**src/rtl/mem_wb_pipe_pkg.sv**
```systemverilog
// mem_wb_pipe_pkg
//   Definitions shared by the MEM/WB pipeline stage: the occupancy state
//   encoding, the default register-address width and the layout of one
//   MEM/WB entry (at default widths).
package mem_wb_pipe_pkg;

    localparam int REG_AW_DEF = 5;
    localparam int DATA_W_DEF = 32;

    // Occupancy of the two-entry skid buffer.
    typedef enum logic [1:0] {
        EMPTY = 2'd0,
        ONE   = 2'd1,
        TWO   = 2'd2
    } pipeState_t;

    // One MEM/WB entry. The writeback value is already selected and the
    // write enable already masked for r0 when the entry is captured.
    typedef struct packed {
        logic                  valid;
        logic                  regWrite;
        logic [REG_AW_DEF-1:0] writeReg;
        logic [DATA_W_DEF-1:0] wbData;
    } wbEntry_t;

endpackage

```
**src/rtl/wb_entry_reg.sv**
```systemverilog
// wb_entry_reg
//   One MEM/WB entry register: valid bit plus writeback data, destination
//   and write enable. Used for both the head and the skid slot.
// Ports:
//   clk, rst_n      clock, asynchronous active-low reset (clears everything)
//   load            capture the load* fields and set valid
//   clearValid      drop valid; data fields keep their contents
//   loadWbData/loadWriteReg/loadRegWrite   fields to capture
//   valid/wbData/writeReg/regWrite         stored entry
module wb_entry_reg #(
    parameter int DATA_W = 32,
    parameter int REG_AW = 5
) (
    input  logic              clk,
    input  logic              rst_n,
    input  logic              load,
    input  logic              clearValid,
    input  logic [DATA_W-1:0] loadWbData,
    input  logic [REG_AW-1:0] loadWriteReg,
    input  logic              loadRegWrite,
    output logic              valid,
    output logic [DATA_W-1:0] wbData,
    output logic [REG_AW-1:0] writeReg,
    output logic              regWrite
);

    always_ff @(posedge clk or negedge rst_n) begin
        if (!rst_n) begin
            valid    <= 1'b0;
            wbData   <= '0;
            writeReg <= '0;
            regWrite <= 1'b0;
        end else begin
            // clearValid wins so a kill is never undone by a same-cycle load.
            if (clearValid) begin
                valid <= 1'b0;
            end else if (load) begin
                valid <= 1'b1;
            end
            if (load) begin
                wbData   <= loadWbData;
                writeReg <= loadWriteReg;
                regWrite <= loadRegWrite;
            end
        end
    end

endmodule

```
**src/rtl/mem_wb_pipe.sv**
```systemverilog
// mem_wb_pipe
//   MEM/WB pipeline stage built as a two-entry skid buffer (head + skid)
//   with valid/ready flow control, synchronous flush, writeback data
//   selection, r0 write suppression, a forwarding tap and a saturating
//   stall counter.
// Ports:
//   clk, rst_n                     clock, asynchronous active-low reset
//   in_valid / in_ready            upstream handshake (in_ready is a flop)
//   in_read_data, in_alu_result    writeback candidates
//   in_mem_to_reg                  1 selects load data
//   in_write_reg, in_reg_write     destination and write enable
//   flush                          kill all held entries
//   out_valid / out_ready          downstream handshake
//   out_write_reg, out_reg_write, out_wb_data   head entry
//   fwd_valid, fwd_reg, fwd_data   forwarding tap of the head entry
//   stall_cnt                      saturating count of out_valid & !out_ready
module mem_wb_pipe
    import mem_wb_pipe_pkg::*;
#(
    parameter int DATA_W = 32,
    parameter int REG_AW = REG_AW_DEF,
    parameter int CNT_W  = 16
) (
    input  logic              clk,
    input  logic              rst_n,
    input  logic              in_valid,
    output logic              in_ready,
    input  logic [DATA_W-1:0] in_read_data,
    input  logic [DATA_W-1:0] in_alu_result,
    input  logic [REG_AW-1:0] in_write_reg,
    input  logic              in_reg_write,
    input  logic              in_mem_to_reg,
    input  logic              flush,
    output logic              out_valid,
    input  logic              out_ready,
    output logic [REG_AW-1:0] out_write_reg,
    output logic              out_reg_write,
    output logic [DATA_W-1:0] out_wb_data,
    output logic              fwd_valid,
    output logic [REG_AW-1:0] fwd_reg,
    output logic [DATA_W-1:0] fwd_data,
    output logic [CNT_W-1:0]  stall_cnt
);

    function automatic logic [CNT_W-1:0] satInc(input logic [CNT_W-1:0] value);
        return (&value) ? value : value + {{(CNT_W-1){1'b0}}, 1'b1};
    endfunction

    pipeState_t state, nextState;

    logic              headLoad, headFromSkid, headClear;
    logic              skidLoad, skidClear;
    logic              accept, pop;

    logic              headValid, headRegWrite;
    logic [DATA_W-1:0] headWbData;
    logic [REG_AW-1:0] headWriteReg;
    logic              skidValid, skidRegWrite;
    logic [DATA_W-1:0] skidWbData;
    logic [REG_AW-1:0] skidWriteReg;

    logic [DATA_W-1:0] wbData_p0;
    logic              regWrite_p0;
    logic [DATA_W-1:0] headWbDataIn;
    logic [REG_AW-1:0] headWriteRegIn;
    logic              headRegWriteIn;

    logic [CNT_W-1:0]  stallCount;

    // ---- capture stage (p0): entry fields computed from MEM inputs ----
    assign wbData_p0   = in_mem_to_reg ? in_read_data : in_alu_result;
    assign regWrite_p0 = in_reg_write & (in_write_reg != '0);

    assign accept = in_valid & in_ready;
    assign pop    = headValid & out_ready;

    always_ff @(posedge clk or negedge rst_n) begin
        if (!rst_n) begin
            state <= EMPTY;
        end else begin
            state <= nextState;
        end
    end

    always_comb begin
        nextState    = state;
        headLoad     = 1'b0;
        headFromSkid = 1'b0;
        headClear    = 1'b0;
        skidLoad     = 1'b0;
        skidClear    = 1'b0;
        if (flush) begin
            // Any same-cycle accept is dropped; data fields stay untouched.
            nextState = EMPTY;
            headClear = 1'b1;
            skidClear = 1'b1;
        end else begin
            case (state)
                EMPTY: begin
                    if (accept) begin
                        nextState = ONE;
                        headLoad  = 1'b1;
                    end
                end
                ONE: begin
                    if (accept && pop) begin
                        headLoad = 1'b1;
                    end else if (accept) begin
                        nextState = TWO;
                        skidLoad  = 1'b1;
                    end else if (pop) begin
                        nextState = EMPTY;
                        headClear = 1'b1;
                    end
                end
                TWO: begin
                    // in_ready is low here, so only a pop can happen.
                    if (pop) begin
                        nextState    = ONE;
                        headLoad     = 1'b1;
                        headFromSkid = 1'b1;
                        skidClear    = 1'b1;
                    end
                end
                default: begin
                    nextState = EMPTY;
                    headClear = 1'b1;
                    skidClear = 1'b1;
                end
            endcase
        end
    end

    assign headWbDataIn   = headFromSkid ? skidWbData   : wbData_p0;
    assign headWriteRegIn = headFromSkid ? skidWriteReg : in_write_reg;
    assign headRegWriteIn = headFromSkid ? skidRegWrite : regWrite_p0;

    // ---- writeback stage (p1): head and skid entry registers ----
    wb_entry_reg #(
        .DATA_W (DATA_W),
        .REG_AW (REG_AW)
    ) headReg (
        .clk          (clk),
        .rst_n        (rst_n),
        .load         (headLoad),
        .clearValid   (headClear),
        .loadWbData   (headWbDataIn),
        .loadWriteReg (headWriteRegIn),
        .loadRegWrite (headRegWriteIn),
        .valid        (headValid),
        .wbData       (headWbData),
        .writeReg     (headWriteReg),
        .regWrite     (headRegWrite)
    );

    wb_entry_reg #(
        .DATA_W (DATA_W),
        .REG_AW (REG_AW)
    ) skidReg (
        .clk          (clk),
        .rst_n        (rst_n),
        .load         (skidLoad),
        .clearValid   (skidClear),
        .loadWbData   (wbData_p0),
        .loadWriteReg (in_write_reg),
        .loadRegWrite (regWrite_p0),
        .valid        (skidValid),
        .wbData       (skidWbData),
        .writeReg     (skidWriteReg),
        .regWrite     (skidRegWrite)
    );

    // Not cleared by flush: it measures downstream backpressure since reset.
    always_ff @(posedge clk or negedge rst_n) begin
        if (!rst_n) begin
            stallCount <= '0;
        end else if (headValid && !out_ready) begin
            stallCount <= satInc(stallCount);
        end
    end

    // in_ready depends only on the skid flop, so a downstream stall reaches
    // upstream one cycle late and the skid slot absorbs the extra entry.
    assign in_ready      = ~skidValid;
    assign out_valid     = headValid;
    assign out_write_reg = headWriteReg;
    assign out_reg_write = headRegWrite;
    assign out_wb_data   = headWbData;
    assign fwd_valid     = headValid & headRegWrite;
    assign fwd_reg       = headWriteReg;
    assign fwd_data      = headWbData;
    assign stall_cnt     = stallCount;

endmodule

```
**config.mk**
```make
export PLATFORM = sky130hd
export DESIGN_NAME = mem_wb_pipe
export DESIGN_NICKNAME = d
export VERILOG_FILES = /design/src/rtl/mem_wb_pipe_pkg.sv /design/src/rtl/wb_entry_reg.sv /design/src/rtl/mem_wb_pipe.sv
export SDC_FILE = /design/constraint.sdc
export NUM_CORES = 1
export LEC_CHECK = 0
export ABC_CLOCK_PERIOD_IN_PS = 2500
export BUFFER_PORTS_ARGS = -buffer_cell sky130_fd_sc_hd__clkbuf_2
export CORE_UTILIZATION = 30
export DETAILED_ROUTE_END_ITERATION = 16
export SLEW_MARGIN = 20
export SYNTH_ARGS = -nofsm -noshare
export SYNTH_HDL_FRONTEND = slang
export SYNTH_SLANG_ARGS = --single-unit
export TNS_END_PERCENT = 1
```
**constraint.sdc**
```tcl
create_clock -name clk -period 2.5 [get_ports clk]
set_clock_uncertainty 0.2 [all_clocks]
set_input_delay 0.5 -clock clk [delete_from_list [all_inputs] [get_ports clk]]
set_output_delay 0.5 -clock clk [all_outputs]
set_load 0.03 [all_outputs]
```
# [Word level (Yosys, flattened, before mapping)]
# Cells that the tools add are included.
[classes] bitwise_logic=6 magnitude_cmp=0 n_mul=0 n_reduce_logical=12 shift=0 n_div=0 mux=31 n_eq_ne=6 n_addsub=1
[ops] cell="$mux W32" n=2
[ops] cell="$mux W1" n=18
[ops] cell="$add A16 B1 Y16 const B" n=1
[ops] cell="$reduce_and A16 Y1" n=1
[ops] cell="$mux W2" n=6
[ops] cell="$ne A3 B3 Y1 const B" n=3
[ops] cell="$pmux W2 S3" n=1
[ops] cell="$mux W5" n=1
[ops] cell="$reduce_bool A5 Y1" n=1
[ops] cell="$and A1 B1 Y1" n=4
[ops] cell="$ne A4 B4 Y1 const B" n=1
[ops] cell="$pmux W1 S2" n=2
[ops] cell="$reduce_and A4 Y1" n=1
[ops] cell="$reduce_bool A2 Y1" n=2
[ops] cell="$reduce_or A2 Y1" n=2
[ops] cell="$pmux W1 S3" n=1
[ops] cell="$eq A2 B1 Y1 const B" n=1
[ops] cell="$eq A2 B2 Y1 const B" n=1
[ops] cell="$logic_and A1 B1 Y1" n=2
[ops] cell="$logic_not A2 Y1" n=1
[ops] cell="$not A1 Y1" n=2
[ops] cell="$reduce_and A2 Y1" n=1
[ops] cell="$logic_not A1 Y1" n=1
[word_totals] regBits=96 output_inout_bits=94 latchBits=0 elab_cells=66 rom_bits=0 memories=0 mem_bits_rw=0

# [Logic depth before layout (Yosys ltp)]
[depth] depth_word=8 depth_mapped=7 ltp_nobuf=5

# [Cells and area by module]
# A second synthesis with hierarchy kept.
[unflattened] cells_unflattened=376 hier_area_um2=5086.1
[modules_own_cells] mod="wb_entry_reg" instances=2 cells_each=82 seq_area_each_um2=975.9 area_per_inst_um2=1485.2
[modules_own_cells] mod="mem_wb_pipe" instances=1 cells_each=212 seq_area_each_um2=450.4 area_per_inst_um2=2115.8

# [Worst setup path after synthesis]
# No wires, ideal clock.
[synth_timing] kind="register to register" startpoint="register headReg.valid" endpoint="register headReg.wbData[2]" n_path_buf=3 path_stages_with_launch=8 period_less_slack_ns=2.174 required_time_ns=2.175 setup_time_ns=0.125 arrival_time_ns=1.849 slack_ns=0.326 path_cell_list="dfrtp_1 > buf_6 > and4b_4 > nor2b_4 > buf_6 > buf_6 > mux2_4 > mux2_4"
[synth_via] elab_chain_len=5 word_cells_on_any_way=9 cone_classes="mux (7); bitwise (1); reduce/logical (1)"
[synth_rtl] item="from (decl)" line_no="wb_entry_reg.sv:21" rtl="output logic valid,"
[synth_rtl] item="from (signal assigned)" line_no="wb_entry_reg.sv:29" rtl="valid <= 1'b0;"
[synth_rtl] item="from (signal assigned)" line_no="wb_entry_reg.sv:36" rtl="valid <= 1'b0;"
[synth_rtl] item="from (signal assigned)" line_no="wb_entry_reg.sv:38" rtl="valid <= 1'b1;"
[synth_rtl] item="$and A1 B1 Y1 *" line_no="mem_wb_pipe.sv:75" rtl="assign pop = headValid & out_ready;"
[synth_rtl] item="$logic_and A1 B1 Y1 / $mux W1 (equally long branches)" line_no="mem_wb_pipe.sv:106, mem_wb_pipe.sv:118"
[synth_rtl] item="$mux W1 (on tied branches)" line_no="mem_wb_pipe.sv:106, mem_wb_pipe.sv:98"
[synth_rtl] item="$pmux W1 S3 / $mux W1 (equally long branches)" line_no="mem_wb_pipe.sv:98, mem_wb_pipe.sv:92"
[synth_rtl] item="$mux W1 / $mux W32 (equally long branches)" line_no="mem_wb_pipe.sv:92, mem_wb_pipe.sv:134"
[synth_rtl] item="to (signal assigned)" line_no="wb_entry_reg.sv:41" rtl="wbData <= loadWbData;"
[synth_rtl] item="to (decl)" line_no="wb_entry_reg.sv:22" rtl="output logic [DATA_W-1:0] wbData,"
# Every way passes the cells marked *; elsewhere a longest branch is shown, timed or not.
# A chain may end at the register's enable or synchronous reset.

# [Worst setup path in the final report]
[layout_timing] startpoint="register state[0]" endpoint="register headReg.wbData[17]"
[layout_via] elab_chain_len=4 word_cells_on_any_way=8 cone_classes="eq/ne (2); mux (5); reduce/logical (1)"
[layout_rtl] item="from (decl)" line_no="mem_wb_pipe.sv:49" rtl="pipeState_t state, nextState;"
[layout_rtl] item="from (signal assigned)" line_no="mem_wb_pipe.sv:81" rtl="state <= nextState;"
[layout_rtl] item="$eq A2 B2 Y1" line_no="mem_wb_pipe.sv:98" rtl="case (state)"
[layout_rtl] item="$mux W1" line_no="mem_wb_pipe.sv:98"
[layout_rtl] item="$mux W1" line_no="mem_wb_pipe.sv:92" rtl="if (flush) begin"
[layout_rtl] item="$mux W32" line_no="mem_wb_pipe.sv:134" rtl="assign headWbDataIn = headFromSkid ? skidWbData : wbData_p0;"
# Parallel ways exist; a longest one is shown, timed or not.

==> impl_metrics.tcl <==
set metrics [dict create \
    worst-slew-pin-transition_ps 476.2 \
    cts_resized 0 \
    coreArea_um2 16580 \
    hpwlAfterDp_um 8489 \
    final-setup-viol-count 0 \
    worstHoldPathCells 2 \
    rsz0062_at_grt "no" \
    drt-initial-drc-count 124 \
    ir_drop_v 0.0004962 \
    floorplan.initialDensity 0.3064 \
    syn-instance-count 449 \
    wirelength_um 11550 \
    grt_use_total 0.1376 \
    max-cap-violations 0 \
    share_seq_of_total_power 0.379 \
    die-width_um 132.1 \
    critical_path_start_end_classification "reg2reg" \
    synth_top_flop_cell "sky130_fd_sc_hd__dfrtp_1" \
    post-place-cells 791 \
    asyncSetResetFlopFracSynth 1.000 \
    floorplan.die_area_um2 17460 \
    grt_start_max_net_pins 47 \
    cts_buffer_depth 2 \
    drc 0 \
    final-hold-violation-count 0 \
    cts_root_buf "sky130_fd_sc_hd__clkbuf_16" \
    critical_path_endpoint_category "register" \
    grt_pass1_wl_um 18840 \
    yosysUniqueCellTypes 40 \
    numCtsBuffers 9 \
    internal_power_uw 4079 \
    pin_count 170 \
    share_comb_of_total_power 0.410 \
    gp_congestion 0.7825 \
    number_of_buffers_inserted_for_hold_repair_after_clock_tree_synthesis 1 \
    clockPowerShare 0.211 \
    switching_power_uw 2949 \
    port_buffers 169 \
    clock_insertion_delay_worst_skew_ps 350 \
    layout.cells.most_common_list "168 x sky130_fd_sc_hd__clkbuf_2, 96 x sky130_fd_sc_hd__dfrtp_1, 60 x sky130_fd_sc_hd__o21ai_0" \
    die_height_um 132.1 \
    crit_start_category "register" \
    worst_hold_path_type "in2reg" \
    timing.max_slew.rel_slack 0.6825 \
    synth_nets 526 \
    final_min_period_over_clock_period 0.8830 \
    finalMaxSlewViolations 0 \
    min_period_ps 2207 \
    row_count 47 \
    critical_path_arrival_ps 2240 \
    grt_overflow 0 \
    grt_antenna_before_repair 0 \
    avgRoutedWirePerCell_um 14.30 \
    cp_data_required_time_ps 2530 \
    post_synth_instance_area_um2 5081 \
    synth_enable_flop_cells 0 \
    drt.antenna.violating_nets 0 \
    antennaDiodeCount 0 \
    reg2reg_depth 5 \
    post-cts-setup-buffer-count 0 \
    syn-mean-instance-area_um2 11.32 \
    clkTransAtPathRegs_ps 70 \
    timing.critical_path.fanout_max 12 \
    final-instance-count-excl-fill 808 \
    setup_tns_ps 0 \
    final_nets 660 \
    leakage_uw 0.002969 \
    outcome "finished clean" \
    drt-vias-per-instance 4.678 \
    first_global_vias 3801 \
    yosysWarnings 0 \
    cts_htree_levels 3 \
    synth_to_layout_area_growth_pct 22.83 \
    final_core_utilization 0.3763 \
    synth.ff_latch_count 96 \
    synth.yosys.seq_area_share 0.4728 \
    most_common_cell_after_layout_fill_and_taps_aside "sky130_fd_sc_hd__clkbuf_2" \
    cellPowerDensity_nw_per_um2 1126 \
    route.vias.total 3780 \
    dr.pass1.iters 5 \
    cts_tree "yes" \
    layout-drive-gt1-share 0.4592 \
    clkSinkCount 96 \
    switching_portion_of_total_power 0.4196 \
    max_freq_mhz 453.0 \
]
power groups by stage:
| stage | registers (uW) | logic (uW) | clock network [uW] |
|---|---|---|---|
| floorplan | 3200 | 1830 | 0 |
| CTS | 2670 | 2910 | 1530 |
| detailed placement | 2690 | 2910 | 0 |
| global placement | 2650 | 2880 | 0 |
| global route | 2760 | 3070 | 1600 |
| finish | 2660 | 2880 | 1490 |
through the flow:
step / setup slack [ps] / hold WS [ps] / cell area (um2) / power, uW
floorplan: 325.7 / 4.409 / 5081 / 5031
global placement: 173.9 / 261.8 / 5909 / 5523
detailed placement: 137.9 / 270.2 / 5909 / 5600
CTS: 255.3 / 203.9 / 6241 / 7118
global route: 166.5 / 216.1 / 6241 / 7424
finish: 292.6 / 222.3 / 6241 / 7028
routing by layer:
metal | track usage | share of wire
met5 | 0 | 0
met4 | 0.05943 | 0.019
met3 | 0.02768 | 0.052
met2 | 0.2313 | 0.49
met1 | 0.1714 | 0.44
sequential cells by signal, indices dropped and copies added (netlist names):
| signal | count |
|---|---|
| headReg.valid | 1 |
| headReg.wbData | 32 |
| stall_cnt | 16 |
| skidReg.regWrite | 1 |
| state | 2 |
| headReg.writeReg | 5 |
| skidReg.valid | 1 |
| headReg.regWrite | 1 |
| skidReg.wbData | 32 |
| skidReg.writeReg | 5 |
cell usage after synthesis, types with 2 or more instances:
| master | instances | area, um2 |
|---|---|---|
| sky130_fd_sc_hd__dfrtp_1 | 96 | 2402 |
| sky130_fd_sc_hd__o21ai_0 | 60 | 300.3 |
| sky130_fd_sc_hd__mux2_2 | 42 | 473.0 |
| sky130_fd_sc_hd__buf_4 | 41 | 307.8 |
| sky130_fd_sc_hd__nand2_1 | 38 | 142.6 |
| sky130_fd_sc_hd__nand3b_1 | 30 | 225.2 |
| sky130_fd_sc_hd__mux2i_1 | 29 | 290.3 |
| sky130_fd_sc_hd__mux2_4 | 21 | 315.3 |
| sky130_fd_sc_hd__clkbuf_1 | 12 | 45.04 |
| sky130_fd_sc_hd__nand3_1 | 8 | 40.04 |
| sky130_fd_sc_hd__a21oi_1 | 7 | 35.03 |
| sky130_fd_sc_hd__buf_2 | 5 | 25.02 |
| sky130_fd_sc_hd__nand4_1 | 5 | 31.28 |
| sky130_fd_sc_hd__xnor2_1 | 5 | 43.79 |
| sky130_fd_sc_hd__a31oi_1 | 4 | 25.02 |
| sky130_fd_sc_hd__and3_1 | 4 | 25.02 |
| sky130_fd_sc_hd__and4_1 | 4 | 35.03 |
| sky130_fd_sc_hd__buf_6 | 4 | 45.04 |
| sky130_fd_sc_hd__nor2_1 | 4 | 15.01 |
| sky130_fd_sc_hd__a41oi_1 | 2 | 17.52 |
| sky130_fd_sc_hd__buf_12 | 2 | 40.04 |
| sky130_fd_sc_hd__nand2b_1 | 2 | 12.51 |
| sky130_fd_sc_hd__nor2b_1 | 2 | 12.51 |
| sky130_fd_sc_hd__nor4_1 | 2 | 12.51 |
| sky130_fd_sc_hd__o211ai_1 | 2 | 15.01 |
| sky130_fd_sc_hd__o21a_1 | 2 | 15.01 |
| sky130_fd_sc_hd__o21bai_1 | 2 | 15.01 |
| sky130_fd_sc_hd__xor2_1 | 2 | 17.52 |
layout make-up:
cell class	count	area [um2]
Sequential cell	96	2402
Clock buffer	9	225.2
Clock inverter	7	96.34
Timing Repair Buffer	188	1018
Multi-Input combinational cell	287	2220
Inverter	1	3.754
Tap cell	220	275.3
Fill cell	1648	10340
final timing paths:
kind,end,startpoint,slack (ps)
worst max-delay path,headReg.wbData[17],state[0],290
worst min-delay path,skidReg.writeReg[1],in_write_reg[1],220
worst max register to register,headReg.wbData[17],state[0],290
worst min register to register,skidReg.wbData[13],skidReg.wbData[13],280
max in group asynchronous,skidReg.wbData[8],rst_n,1040
min in group asynchronous,headReg.wbData[29],rst_n,450
worst max-delay path, cell delays in order, from the launching register on:
cell and delay [ps]:
sky130_fd_sc_hd__dfrtp_1 460, sky130_fd_sc_hd__and4b_4 380, sky130_fd_sc_hd__nor2b_4 400, sky130_fd_sc_hd__buf_4 250, sky130_fd_sc_hd__o21ai_0 110, sky130_fd_sc_hd__mux2_2 280
cell families (layout without fill, tap and decap cells):
family / count (synthesis) / in the layout / synth area share
and+or+nand+nor: 106 / 106 / 0.1209
DFF: 96 / 96 / 0.4728
muxes: 92 / 92 / 0.2123
AOI/OAI and AO/OA: 81 / 81 / 0.08668
buffers and inverters: 66 / 205 / 0.09283
xor gates and xnor gates: 7 / 7 / 0.01207
adders and majority gates: 1 / 1 / 0.002462
Note: power is estimated with default switching activity, not from simulation.
